--- src/rtl/pc_ctrl_pkg.sv ---
// Shared types and default parameters for the fetch-side PC controller.
package pc_ctrl_pkg;

  localparam int PCC_DATA_WIDTH_DEF = 32;
  localparam int PCC_PC_INC_DEF     = 4;
  localparam int PCC_DRAIN_DEF      = 4;
  localparam int PCC_CNT_W          = 4;

  typedef enum logic [1:0] {
    PCC_RUN    = 2'd0,
    PCC_DRAIN  = 2'd1,
    PCC_HALTED = 2'd2,
    PCC_STEP   = 2'd3
  } pcc_state_e;

  typedef enum logic {
    REDIR_ID = 1'b0,
    REDIR_EX = 1'b1
  } redir_src_e;

endpackage

--- src/rtl/pc_redirect_arb.sv ---
// Priority selection between EX branches, a held redirect and ID jumps,
// plus the register that holds a redirect until the fetch port is ready.
module pc_redirect_arb
  import pc_ctrl_pkg::*;
#(
  parameter int W = PCC_DATA_WIDTH_DEF
) (
  input  logic         clk_i,
  input  logic         reset_i,
  input  logic         enable_i,
  input  logic         if_ready_i,
  input  logic         stall_i,
  input  logic         ex_branch_i,
  input  logic [W-1:0] ex_target_i,
  input  logic         id_jump_i,
  input  logic [W-1:0] id_target_i,
  output logic         take_branch_o,
  output logic [W-1:0] branch_target_o,
  output logic         ex_event_o,
  output logic         id_event_o
);

  logic         pend_valid_q, pend_valid_d;
  logic [W-1:0] pend_target_q, pend_target_d;
  redir_src_e   pend_src_q, pend_src_d;
  logic         id_ok;

  assign id_ok = id_jump_i & ~stall_i;

  always_comb begin
    take_branch_o   = 1'b0;
    branch_target_o = pend_target_q;
    ex_event_o      = 1'b0;
    id_event_o      = 1'b0;
    pend_valid_d    = pend_valid_q;
    pend_target_d   = pend_target_q;
    pend_src_d      = pend_src_q;
    if (enable_i) begin
      if (ex_branch_i) begin
        ex_event_o = 1'b1;
        if (if_ready_i) begin
          take_branch_o   = 1'b1;
          branch_target_o = ex_target_i;
          pend_valid_d    = 1'b0;
        end else begin
          pend_valid_d  = 1'b1;
          pend_target_d = ex_target_i;
          pend_src_d    = REDIR_EX;
        end
      end else if (pend_valid_q) begin
        if (if_ready_i) begin
          take_branch_o   = 1'b1;
          branch_target_o = pend_target_q;
          pend_valid_d    = 1'b0;
        end else if (id_ok && pend_src_q == REDIR_ID) begin
          // A newer ID jump may replace an older held ID jump, never an EX one.
          id_event_o    = 1'b1;
          pend_target_d = id_target_i;
        end
      end else if (id_ok) begin
        id_event_o = 1'b1;
        if (if_ready_i) begin
          take_branch_o   = 1'b1;
          branch_target_o = id_target_i;
        end else begin
          pend_valid_d  = 1'b1;
          pend_target_d = id_target_i;
          pend_src_d    = REDIR_ID;
        end
      end
    end
  end

  always_ff @(posedge clk_i) begin
    if (reset_i) begin
      pend_valid_q  <= 1'b0;
      pend_target_q <= '0;
      pend_src_q    <= REDIR_ID;
    end else begin
      pend_valid_q  <= pend_valid_d;
      pend_target_q <= pend_target_d;
      pend_src_q    <= pend_src_d;
    end
  end

endmodule

--- src/rtl/pc_ctrl.sv ---
// Fetch-side PC sequencer: sequential fetch, redirect steering, flush strobes
// and the run/drain/halted/single-step control state machine.
module pc_ctrl
  import pc_ctrl_pkg::*;
#(
  parameter int DATA_WIDTH   = PCC_DATA_WIDTH_DEF,
  parameter int PC_INC       = PCC_PC_INC_DEF,
  parameter int DRAIN_CYCLES = PCC_DRAIN_DEF
) (
  input  logic                  clk_i,
  input  logic                  reset_i,
  input  logic [DATA_WIDTH-1:0] pc_i,
  input  logic                  if_ready_i,
  input  logic                  stall_i,
  input  logic                  id_jump_i,
  input  logic [DATA_WIDTH-1:0] id_jump_target_i,
  input  logic                  ex_branch_i,
  input  logic [DATA_WIDTH-1:0] ex_branch_target_i,
  input  logic                  halt_req_i,
  input  logic                  dbg_step_i,
  input  logic                  dbg_resume_i,
  output logic [DATA_WIDTH-1:0] next_pc_o,
  output logic [DATA_WIDTH-1:0] branch_target_o,
  output logic                  take_branch_o,
  output logic                  flush_if_o,
  output logic                  flush_id_o,
  output logic                  halted_o
);

  pcc_state_e           state_q;
  logic [PCC_CNT_W-1:0] drain_cnt_q;
  logic                 halted_q;
  logic                 fetch_en, halt_go, arb_en, ex_evt, id_evt;

  assign fetch_en  = ~reset_i & (state_q == PCC_RUN || state_q == PCC_STEP)
                   & if_ready_i & ~stall_i;
  assign next_pc_o = fetch_en ? pc_i + DATA_WIDTH'(PC_INC) : pc_i;
  assign halt_go   = ~reset_i & (state_q == PCC_RUN) & halt_req_i;
  assign arb_en    = ~reset_i & (state_q != PCC_HALTED);

  // A HALT in ID squashes a same-cycle jump from that stage.
  pc_redirect_arb #(.W(DATA_WIDTH)) u_arb (
    .clk_i           (clk_i),
    .reset_i         (reset_i),
    .enable_i        (arb_en),
    .if_ready_i      (if_ready_i),
    .stall_i         (stall_i),
    .ex_branch_i     (ex_branch_i),
    .ex_target_i     (ex_branch_target_i),
    .id_jump_i       (id_jump_i & ~halt_go),
    .id_target_i     (id_jump_target_i),
    .take_branch_o   (take_branch_o),
    .branch_target_o (branch_target_o),
    .ex_event_o      (ex_evt),
    .id_event_o      (id_evt)
  );

  assign flush_if_o = ex_evt | id_evt | halt_go;
  assign flush_id_o = ex_evt;
  assign halted_o   = halted_q;

  always_ff @(posedge clk_i) begin
    if (reset_i) begin
      state_q     <= PCC_RUN;
      drain_cnt_q <= '0;
      halted_q    <= 1'b0;
    end else begin
      case (state_q)
        PCC_RUN: begin
          if (halt_req_i) begin
            state_q     <= PCC_DRAIN;
            drain_cnt_q <= PCC_CNT_W'(DRAIN_CYCLES - 1);
          end
        end
        PCC_DRAIN: begin
          if (drain_cnt_q == '0) begin
            state_q  <= PCC_HALTED;
            halted_q <= 1'b1;
          end else begin
            drain_cnt_q <= drain_cnt_q - 1'b1;
          end
        end
        PCC_HALTED: begin
          if (dbg_resume_i) begin
            state_q  <= PCC_RUN;
            halted_q <= 1'b0;
          end else if (dbg_step_i) begin
            state_q  <= PCC_STEP;
            halted_q <= 1'b0;
          end
        end
        PCC_STEP: begin
          if (fetch_en) begin
            state_q     <= PCC_DRAIN;
            drain_cnt_q <= PCC_CNT_W'(DRAIN_CYCLES - 1);
          end
        end
        default: begin
          state_q  <= PCC_RUN;
          halted_q <= 1'b0;
        end
      endcase
    end
  end

endmodule

--- config.mk ---
export PLATFORM = sky130hd
export DESIGN_NAME = pc_ctrl
export DESIGN_NICKNAME = d
export VERILOG_FILES = /design/src/rtl/pc_ctrl_pkg.sv /design/src/rtl/pc_redirect_arb.sv /design/src/rtl/pc_ctrl.sv
export SDC_FILE = /design/constraint.sdc
export NUM_CORES = 1
export LEC_CHECK = 0
export CORE_MARGIN = 3
export CORE_UTILIZATION = 39
export CTS_BUF_LIST = sky130_fd_sc_hd__clkbuf_4
export DETAILED_ROUTE_END_ITERATION = 10
export PLACE_DENSITY = 0.85
export SLEW_MARGIN = 20
export SYNTH_ARGS = -nofsm -noshare
export SYNTH_HDL_FRONTEND = slang
export SYNTH_SLANG_ARGS = --single-unit
export TNS_END_PERCENT = 50
--- constraint.sdc ---
create_clock -name clk_i -period 2.6 [get_ports clk_i]
set_clock_uncertainty 0.2 [all_clocks]
set_input_delay 0.26 -clock clk_i [delete_from_list [all_inputs] [get_ports clk_i]]
set_output_delay 0.26 -clock clk_i [all_outputs]
set_load 0.01 [all_outputs]
==> flow_summary.json <==
{
  "dp.cells": 764,
  "dr.pass1.iters": 5,
  "synth_area_leaders": "dfxtp_1 22%, a22o_1 14%, mux2i_1 8.6%, a221o_1 7.8%, a211oi_1 6.9%",
  "m1WireLength_um": 6150,
  "postSynthCellCount": 447,
  "fill_cells": 727,
  "r2r-end": "drain_cnt_q[3]",
  "min_path_cells": 3,
  "start_util_pct": 41.3,
  "slew_violations": 0,
  "r2r_slack_ns": -0.04,
  "critPathRequiredTime_ns": 2.14,
  "core.rowCount": 34,
  "cts-root-buf": "clkbuf_4",
  "synthArstFlopShare_pct": 0,
  "wire_per_inst_um": 20.0,
  "min_from": "ex_branch_i",
  "numCtsBuffers": 5,
  "core_um2": 8980,
  "reg2regPathDepth": 9,
  "path_class": "flop to primary output",
  "nNetsFinal": 771,
  "synth_edf_count": 0,
  "fp.dieW_um": 104,
  "hold_viol": 0,
  "grt_pass1_vias": 5108,
  "cts.clk_slew.worst_paths_ns": 0.13,
  "cts_buffer_depth": 2,
  "drc": 0,
  "ant_nets": 0,
  "clock_latency_ns": 0.36,
  "die_area_um2": 10700,
  "final_cell_mix": "101 x clkdlybuf4s50_1, 65 x buf_4, 60 x buf_2, 58 x a22o_1, 40 x a21oi_1",
  "grt_usage_pct": 27.9,
  "antenna_found_initial": 0,
  "syn_area_per_cell_um2": 8.29,
  "rsz0062_at_grt": "yes",
  "violations": "setup timing",
  "start_kind": "flop",
  "irDropWorstVdd_uv": 233,
  "ys_warn_count": 0,
  "dr.max_layer_used": "met4",
  "final_cells": 787,
  "grt_overflow": 0,
  "path_cells": "inv_2 -> ha_4 -> or4b_4 -> nor4_2 -> buf_4 -> buf_12 -> nand4_1 -> xnor2_2 -> buf_2",
  "min_to": "u_arb.pend_src_q",
  "yosysTopAreaCell": "dfxtp_1",
  "max_stage_delay_ns": 0.57,
  "vias_per_cell": 6.16,
  "cts_tree": "built",
  "cap_violations": 0,
  "place.gp.congestion": 1.01,
  "timing.rr.start": "state_q[1]",
  "fmax_ghz": 0.334,
  "dr.first_iter.drc_count": 329,
  "synth-seq-cells": 41,
  "antenna_cells": 0,
  "die_h_um": 104,
  "hpwl_um": 11100,
  "ctsHoldBuffers": 0,
  "synth_top_cell_area_share_pct": 22.1,
  "final_common_cell": "clkdlybuf4s50_1",
  "syn-cell-area_um2": 3710,
  "drive_gt1_share_pct": 30.9,
  "grt_pass1_wl_um": 25200,
  "setup_viol": 61,
  "grt_max_degree": 40,
  "tns_ns": -11.47,
  "syn_nets": 558,
  "htree_levels": 2,
  "critPathArrivalTime_ns": 2.54,
  "synth_ff_type": "dfxtp_1",
  "setup_slack_ns": -0.398,
  "cp-end-kind": "primary output",
  "crit_fanout": 8,
  "hold_class": "input port to flop",
  "period_minus_slack_ns": 3.00,
  "status": "finished, violations left",
  "vias": 4851,
  "period_share_pct": 115,
  "total_power_mw": 2.58,
  "p_leak_nw": 2.61,
  "dr_wl_met2_um": 7750,
  "slew_headroom_pct": 71.2,
  "p_per_area_nw_per_um2": 417,
  "ioPinCount": 173,
  "wl_um": 15700,
  "worstMarginPinSlew_ns": 0.432,
  "ys_seq_area_share_pct": 22.1,
  "ys_types": 47,
  "utilization_pct": 69.0,
  "crit_slowest_cell": "or4b_4",
  "port-buffer-count": 168,
  "cts_sinks": 41,
  "syn_to_final_growth_pct": 67.0,
  "place_ws_ns": -0.567,
  "wl_met3_um": 1380
}
[critical path, delay by kind of cell (launching register included)]
kind / cells / cell delay (ns)
flip-flops: 1 / 0.36
adder cells (fa/ha/maj): 1 / 0.22
XOR/XNOR: 1 / 0.17
buffers and inverters: 4 / 0.49
AND/OR/NAND/NOR: 3 / 0.92
[layer usage]
layer	vias to the layer above	global-route usage, %
li1	2190	-
met1	2285	31.8
met2	334	50.4
met3	42	6.59
met4	0	11.0
met5	-	0
[what timing repair did]
item                       CTS  global route
setup endpoints to repair   66            66
buffers inserted             9             4
resized for setup          280            32
pin swaps                   24            25
cloned                       3             0
[metrics by stage]
stage	hold slack [ns]	cell area [um2]
floorplan	0.244	3760
global placement	0.284	6020
finish	0.116	6190
detailed placement	0.289	6020
global route	0.120	6190
CTS	0.0989	6050
[sequential cells by signal (all words and copies together) (netlist names)]
signal and cells:
drain_cnt_q 4, halted_o 1, state_q 2, u_arb.pend_src_q 1, u_arb.pend_target_q 32, u_arb.pend_valid_q 1
[worst max path at each step]
stage                     from             to  slack [ns]  cells past startpoint
global placement       stall_i  next_pc_o[31]       -0.52                      8
floorplan           state_q[0]  next_pc_o[24]        0.01                      8
CTS                 state_q[1]  next_pc_o[26]       -0.35                      9
finish              state_q[1]  next_pc_o[31]       -0.40                      9
detailed placement  if_ready_i  next_pc_o[21]       -0.57                      8
global route        state_q[1]  next_pc_o[31]       -0.49                      9
[where the power goes]
group | total, mW | internal [mW] | switching (mW)
combinational | 1.45 | 0.746 | 0.701
clock | 0.349 | 0.128 | 0.221
sequential | 0.782 | 0.711 | 0.0716
[cells in the mapped netlist (4+ instances only)]
| library cell | count |
|---|---|
| a22o_1 | 58 |
| a21oi_1 | 42 |
| dfxtp_1 | 41 |
| a211oi_1 | 34 |
| clkbuf_1 | 34 |
| mux2i_1 | 32 |
| a221o_1 | 29 |
| xnor2_1 | 26 |
| nand3_1 | 17 |
| inv_1 | 15 |
| nand2_1 | 15 |
| nand4_1 | 13 |
| nor2_1 | 13 |
| o21ai_0 | 8 |
| buf_2 | 6 |
| ha_1 | 6 |
| a21o_1 | 4 |
| and3_1 | 4 |
| buf_4 | 4 |
[layout make-up]
class	instances	area (um2)	share of cell area (%)
clock buffers	7	52.6	0.849
repair buffers	254	2210	35.6
well taps	126	158	2.55
flip-flops and latches	41	823	13.3
clock inverters	1	7.51	0.121
multi-input cells	342	2880	46.6
inverters	16	60.1	0.970
[logic make-up (layout without fill, tap and decap cells)]
| group | Yosys count | after routing | synth area share, % |
|---|---|---|---|
| mux | 32 | 32 | 8.64 |
| fa+ha+maj | 6 | 6 | 2.02 |
| xor+xnor | 29 | 29 | 6.85 |
| flops | 41 | 41 | 22.1 |
| compound gates | 188 | 188 | 39.5 |
| buf+inv | 64 | 278 | 7.49 |
| simple gates | 87 | 87 | 13.4 |
(Power assumes the default switching activity.)
